**src/rtl/instr_writer.sv**
```systemverilog
// Serialises one decoded arithmetic operation per handshake into consecutive
// 8-bit program-memory words (opcode, a, b). Optional: INSTR_WRITER_DIVZERO_CHECK_EN.
module instr_writer #(
  parameter int DEPTH = 12
) (
  input  logic       clk,
  input  logic       rst_n,
  input  logic       clr,
  input  logic       in_valid,
  output logic       in_ready,
  input  logic [7:0] in_opcode,
  input  logic [7:0] in_a,
  input  logic [7:0] in_b,
  output logic       mem_we,
  output logic [7:0] mem_addr,
  output logic [7:0] mem_wdata,
  output logic [7:0] word_count,
  output logic       full,
  output logic       err,
  output logic [1:0] err_code,
  output logic [1:0] fsm_state
);

  typedef enum logic [1:0] {
    IDLE = 2'd0,
    W_OP = 2'd1,
    W_A  = 2'd2,
    W_B  = 2'd3
  } state_t;

  state_t     state;
  logic [7:0] a_q;
  logic [7:0] b_q;
  logic       three_q;

  logic       fire;
  logic       op_legal;
  logic       is_three;
  logic [8:0] op_len;
  logic       no_space;
  logic       div_zero;
  logic [1:0] rej_code;
  logic       reject;

  // Handshake: a request transfers on a rising edge where in_valid and in_ready
  // are both high; in_ready never depends on in_valid.
  assign in_ready  = rst_n & (state == IDLE) & ~clr;
  assign fire      = in_valid & in_ready;
  assign fsm_state = state;

  assign op_legal = (in_opcode >= 8'h02) && (in_opcode <= 8'h08);
  assign is_three = (in_opcode <= 8'h06);
  assign op_len   = is_three ? 9'd3 : 9'd2;
  assign no_space = ({1'b0, word_count} + op_len) > 9'(DEPTH);
  assign full     = ({1'b0, word_count} + 9'd2) > 9'(DEPTH);

`ifdef INSTR_WRITER_DIVZERO_CHECK_EN
  assign div_zero = ((in_opcode == 8'h05) || (in_opcode == 8'h06)) && (in_b == 8'h00);
`else
  assign div_zero = 1'b0;
`endif

  // Priority: bad opcode, then space, then divide by zero.
  always_comb begin
    rej_code = 2'b00;
    if (!op_legal)     rej_code = 2'b01;
    else if (no_space) rej_code = 2'b10;
    else if (div_zero) rej_code = 2'b11;
  end

  assign reject = (rej_code != 2'b00);

  always_ff @(posedge clk or negedge rst_n) begin
    if (!rst_n) begin
      state      <= IDLE;
      mem_we     <= 1'b0;
      mem_addr   <= 8'h00;
      mem_wdata  <= 8'h00;
      word_count <= 8'h00;
      err        <= 1'b0;
      err_code   <= 2'b00;
      a_q        <= 8'h00;
      b_q        <= 8'h00;
      three_q    <= 1'b0;
    end else begin
      err <= 1'b0;
      case (state)
        IDLE: begin
          mem_we <= 1'b0;
          if (clr) begin
            word_count <= 8'h00;
          end else if (fire) begin
            if (reject) begin
              err      <= 1'b1;
              err_code <= rej_code;
            end else begin
              err_code  <= 2'b00;
              mem_we    <= 1'b1;
              mem_addr  <= word_count;
              mem_wdata <= in_opcode;
              a_q       <= in_a;
              b_q       <= in_b;
              three_q   <= is_three;
              state     <= W_OP;
            end
          end
        end
        // word_count still holds the address being written this cycle.
        W_OP: begin
          word_count <= word_count + 8'd1;
          mem_addr   <= word_count + 8'd1;
          mem_wdata  <= a_q;
          state      <= W_A;
        end
        W_A: begin
          word_count <= word_count + 8'd1;
          if (three_q) begin
            mem_addr  <= word_count + 8'd1;
            mem_wdata <= b_q;
            state     <= W_B;
          end else begin
            mem_we <= 1'b0;
            state  <= IDLE;
          end
        end
        W_B: begin
          word_count <= word_count + 8'd1;
          mem_we     <= 1'b0;
          state      <= IDLE;
        end
        default: begin
          mem_we <= 1'b0;
          state  <= IDLE;
        end
      endcase
    end
  end

endmodule

```
**config.mk**
```make
export PLATFORM = sky130hd
export DESIGN_NAME = instr_writer
export DESIGN_NICKNAME = d
export VERILOG_FILES = /design/src/rtl/instr_writer.sv
export SDC_FILE = /design/constraint.sdc
export NUM_CORES = 1
export LEC_CHECK = 0
export CAP_MARGIN = 20
export CORE_ASPECT_RATIO = 1.75
export CORE_MARGIN = 3
export CORE_UTILIZATION = 45
export CTS_CLUSTER_DIAMETER = 120
export DETAILED_ROUTE_END_ITERATION = 12
export PLACE_DENSITY = 0.73
export SKIP_CTS_REPAIR_TIMING = 1
export SLEW_MARGIN = 20
export SYNTH_ARGS = -nofsm -noshare
export SYNTH_HDL_FRONTEND = slang
export SYNTH_SLANG_ARGS = --single-unit
```
**constraint.sdc**
```tcl
create_clock -name clk -period 4.5 [get_ports clk]
set_input_delay 0.45 -clock clk [delete_from_list [all_inputs] [get_ports clk]]
set_output_delay 0.45 -clock clk [all_outputs]
set_load 0.03 [all_outputs]
```
==> impl_metrics.env <==
export IMPL_skew_ps=8.62
export IMPL_vias=2041
export IMPL_ir_worst_vdd_mv=0.276
export IMPL_cts_buffers=5
export IMPL_hpwl_um=4510
export IMPL_wl_per_cell_um=15.9
export IMPL_synthesis_area_sq_mm=0.00268
export IMPL_placed_area_sq_mm=0.00330
export IMPL_synthFlopType="dfrtp_1"
export IMPL_detail_route_antenna_nets=0
export IMPL_clk_path_buf_depth=2
export IMPL_p_sw_share_pct=42.7
export IMPL_grt_max_degree=49
export IMPL_yosys_warnings=0
export IMPL_antenna_found_initial=0
export IMPL_rsz0062_at_grt="no"
export IMPL_diodes=0
export IMPL_final_common_cell="clkdlybuf4s50_1"
export IMPL_setup_viol=0
export IMPL_numClockSinks=47
export IMPL_dr_pass1_iters=4
export IMPL_cp_data_required_time_ps=4680
export IMPL_synthesis_nets=285
export IMPL_hold_viol=0
export IMPL_cellLeakagePower_uw=0.00153
export IMPL_synth_seq_area_share_pct=43.9
export IMPL_seq_power_share_pct=33.7
export IMPL_io_buffers=59
export IMPL_worstSetupPathType="in -> reg"
export IMPL_core_area_sq_mm=0.00568
export IMPL_min_period_ps=3580
export IMPL_cts_root_buf="clkbuf_8"
export IMPL_clk_latency_ps=300
export IMPL_p_sw_uw=770
export IMPL_finalNetCount=339
export IMPL_min_period_over_period_pct=79.6
export IMPL_htree_levels=2
export IMPL_die_h_um=108
export IMPL_synth_area_per_cell_sq_um=10.9
export IMPL_timing_fmax_mhz=279
export IMPL_routed_wl_um=5970
export IMPL_ys_ff_latch=47
export IMPL_grt_pass1_vias=2149
export IMPL_tritoncts="done"
export IMPL_drive_gt1_share_pct=16.3
export IMPL_multi_input_area_sq_mm=0.00139
export IMPL_synth_enable_flop_cells=0
export IMPL_start_kind="primary input"
export IMPL_clockPowerShare_pct=13.5
export IMPL_holdCritPathClass="in -> async"
export IMPL_synth_distinct_cells=46
export IMPL_synthArstFlopShare_pct=100
export IMPL_ios=60
export IMPL_maxCapViolCount=0
export IMPL_finalPower_uw=1810
export IMPL_gp_congestion=0.882
export IMPL_clk_pin_slew_ps=80
export IMPL_status="complete, no violations"
export IMPL_worstMarginPinSlew_ps=813
export IMPL_end_kind="flop"
export IMPL_layout_common_cells="58 x clkdlybuf4s50_1, 47 x dfrtp_1, 21 x nor2_1, 21 x mux2_2, 16 x o21ai_0"
export IMPL_syn_inst=245
export IMPL_setup_tns_ps=0
export IMPL_grt_pass1_wl_um=9990
export IMPL_fin_area_sq_mm=0.00338
export IMPL_arrival_ps=3760
export IMPL_combPwrFrac_pct=52.8
export IMPL_start_util_pct=47.2
export IMPL_drc=0
export IMPL_regArea_sq_mm=0.00118
export IMPL_intPower_uw=1040
export IMPL_maxSlewViolCount=0
export IMPL_grt_overflow_total=0
export IMPL_relSlewSlack_pct=45.8
export IMPL_fp_row_count=36
export IMPL_p_per_area_mw_per_mm2=534
export IMPL_via_per_inst=5.43
export IMPL_post_route_util_pct=59.6
export IMPL_fp_dieW_um=64.4
export IMPL_grt_usage_pct=18.6
export IMPL_fill_cells=512
export IMPL_die_area_sq_mm=0.00696
export IMPL_crit_fanout=16
export IMPL_areaGrowthSynthToFinish_pct=26.1
export IMPL_initialDrtViolationCount=91
## layer usage
| metal | vias to the layer above | track usage [%] | share of wire, % |
|---|---|---|---|
| met3 | 16 | 3.12 | 2.9 |
| met5 | - | 0 | 0 |
| met2 | 50 | 36.2 | 56 |
| met4 | 0 | 8.77 | 2.9 |
| met1 | 995 | 18.6 | 38 |
| li1 | 980 | - | - |
## path summary, 6_finish.rpt
kind                                from          end  slack (ps)  cells after the start
setup / recovery            in_opcode[4]  mem_addr[1]         920                     13
hold / removal                     rst_n  mem_addr[2]         310                      2
setup reg to reg           word_count[0]  mem_addr[1]        1380                      8
hold reg to reg              err_code[0]  err_code[0]         510                      2
max in group asynchronous          rst_n       a_q[7]        3810                      2
min in group clk             err_code[0]  err_code[0]         510                      2
## cell families after synthesis
family	count (synthesis)	synth area share [%]
AO/OA/AOI/OAI	56	15.4
XOR/XNOR	9	2.94
adder cells (fa/ha/maj)	12	5.60
buffers and inverters	23	4.34
flip-flops	47	43.9
multiplexers	37	16.8
AND/OR/NAND/NOR	61	11.1
## cell usage after synthesis (2+ instances only)
cell type	number	area, sq um
mux2_2	21	236
xor2_1	2	17.5
a22oi_1	8	60.1
xnor2_1	7	61.3
o211ai_1	3	22.5
a21o_1	2	15.0
buf_6	3	33.8
o22ai_1	2	12.5
mux2_4	10	150
mux2_1	4	45.0
and3_1	4	25.0
nor2b_1	2	12.5
o21ai_0	16	80.1
dfrtp_1	47	1180
nor2_1	21	78.8
clkbuf_1	8	30.0
a31oi_1	3	18.8
and2_1	2	12.5
nand3_1	9	45.0
nand2b_1	2	12.5
a21oi_1	11	55.1
nand2_1	13	48.8
mux2i_1	2	20.0
ha_1	12	150
a211oi_1	2	15.0
buf_2	2	10.0
inv_1	8	30.0
## power by group through the flow
stage	clock, uW	combinational (uW)	sequential (uW)
2_1_floorplan	0	536	724
3_3_place_gp	0	937	616
3_5_place_dp	0	957	617
4_1_cts	248	962	610
5_1_grt	266	1040	624
6_report	243	954	609
## final cells by class
cell class / instances / share of cell area (%)
clock inverter: 3 / 0.444
inverter: 8 / 0.888
clock buffer: 5 / 2.03
sequential: 47 / 34.8
timing repair buffer: 62 / 18.0
multi-input combinational: 175 / 41.1
tap: 76 / 2.81
## stage by stage
step	hold slack, ps	std cells	setup slack, ps
after floorplan	154	245	1160
after global placement	484	368	672
after detailed placement	492	368	591
after CTS	334	376	913
after global routing	343	376	706
final	308	376	918
## sequential cells by signal, summed over array words and instances (netlist names)
register    count
a_q             8
b_q             8
mem_addr        8
mem_wdata       8
word_count      8
err_code        2
fsm_state       2
err             1
mem_we          1
three_q         1
## critical path: stages
cell,delay [ps]
clkdlybuf4s50_1,420
nor4_1,270
buf_4,180
nand2_1,50
nor2_1,120
ha_1,250
inv_1,60
ha_1,190
nand3b_1,170
mux2_4,340
a2111oi_4,510
o2bb2ai_4,340
mux2_2,400
Power figures use the tool's default switching activity.
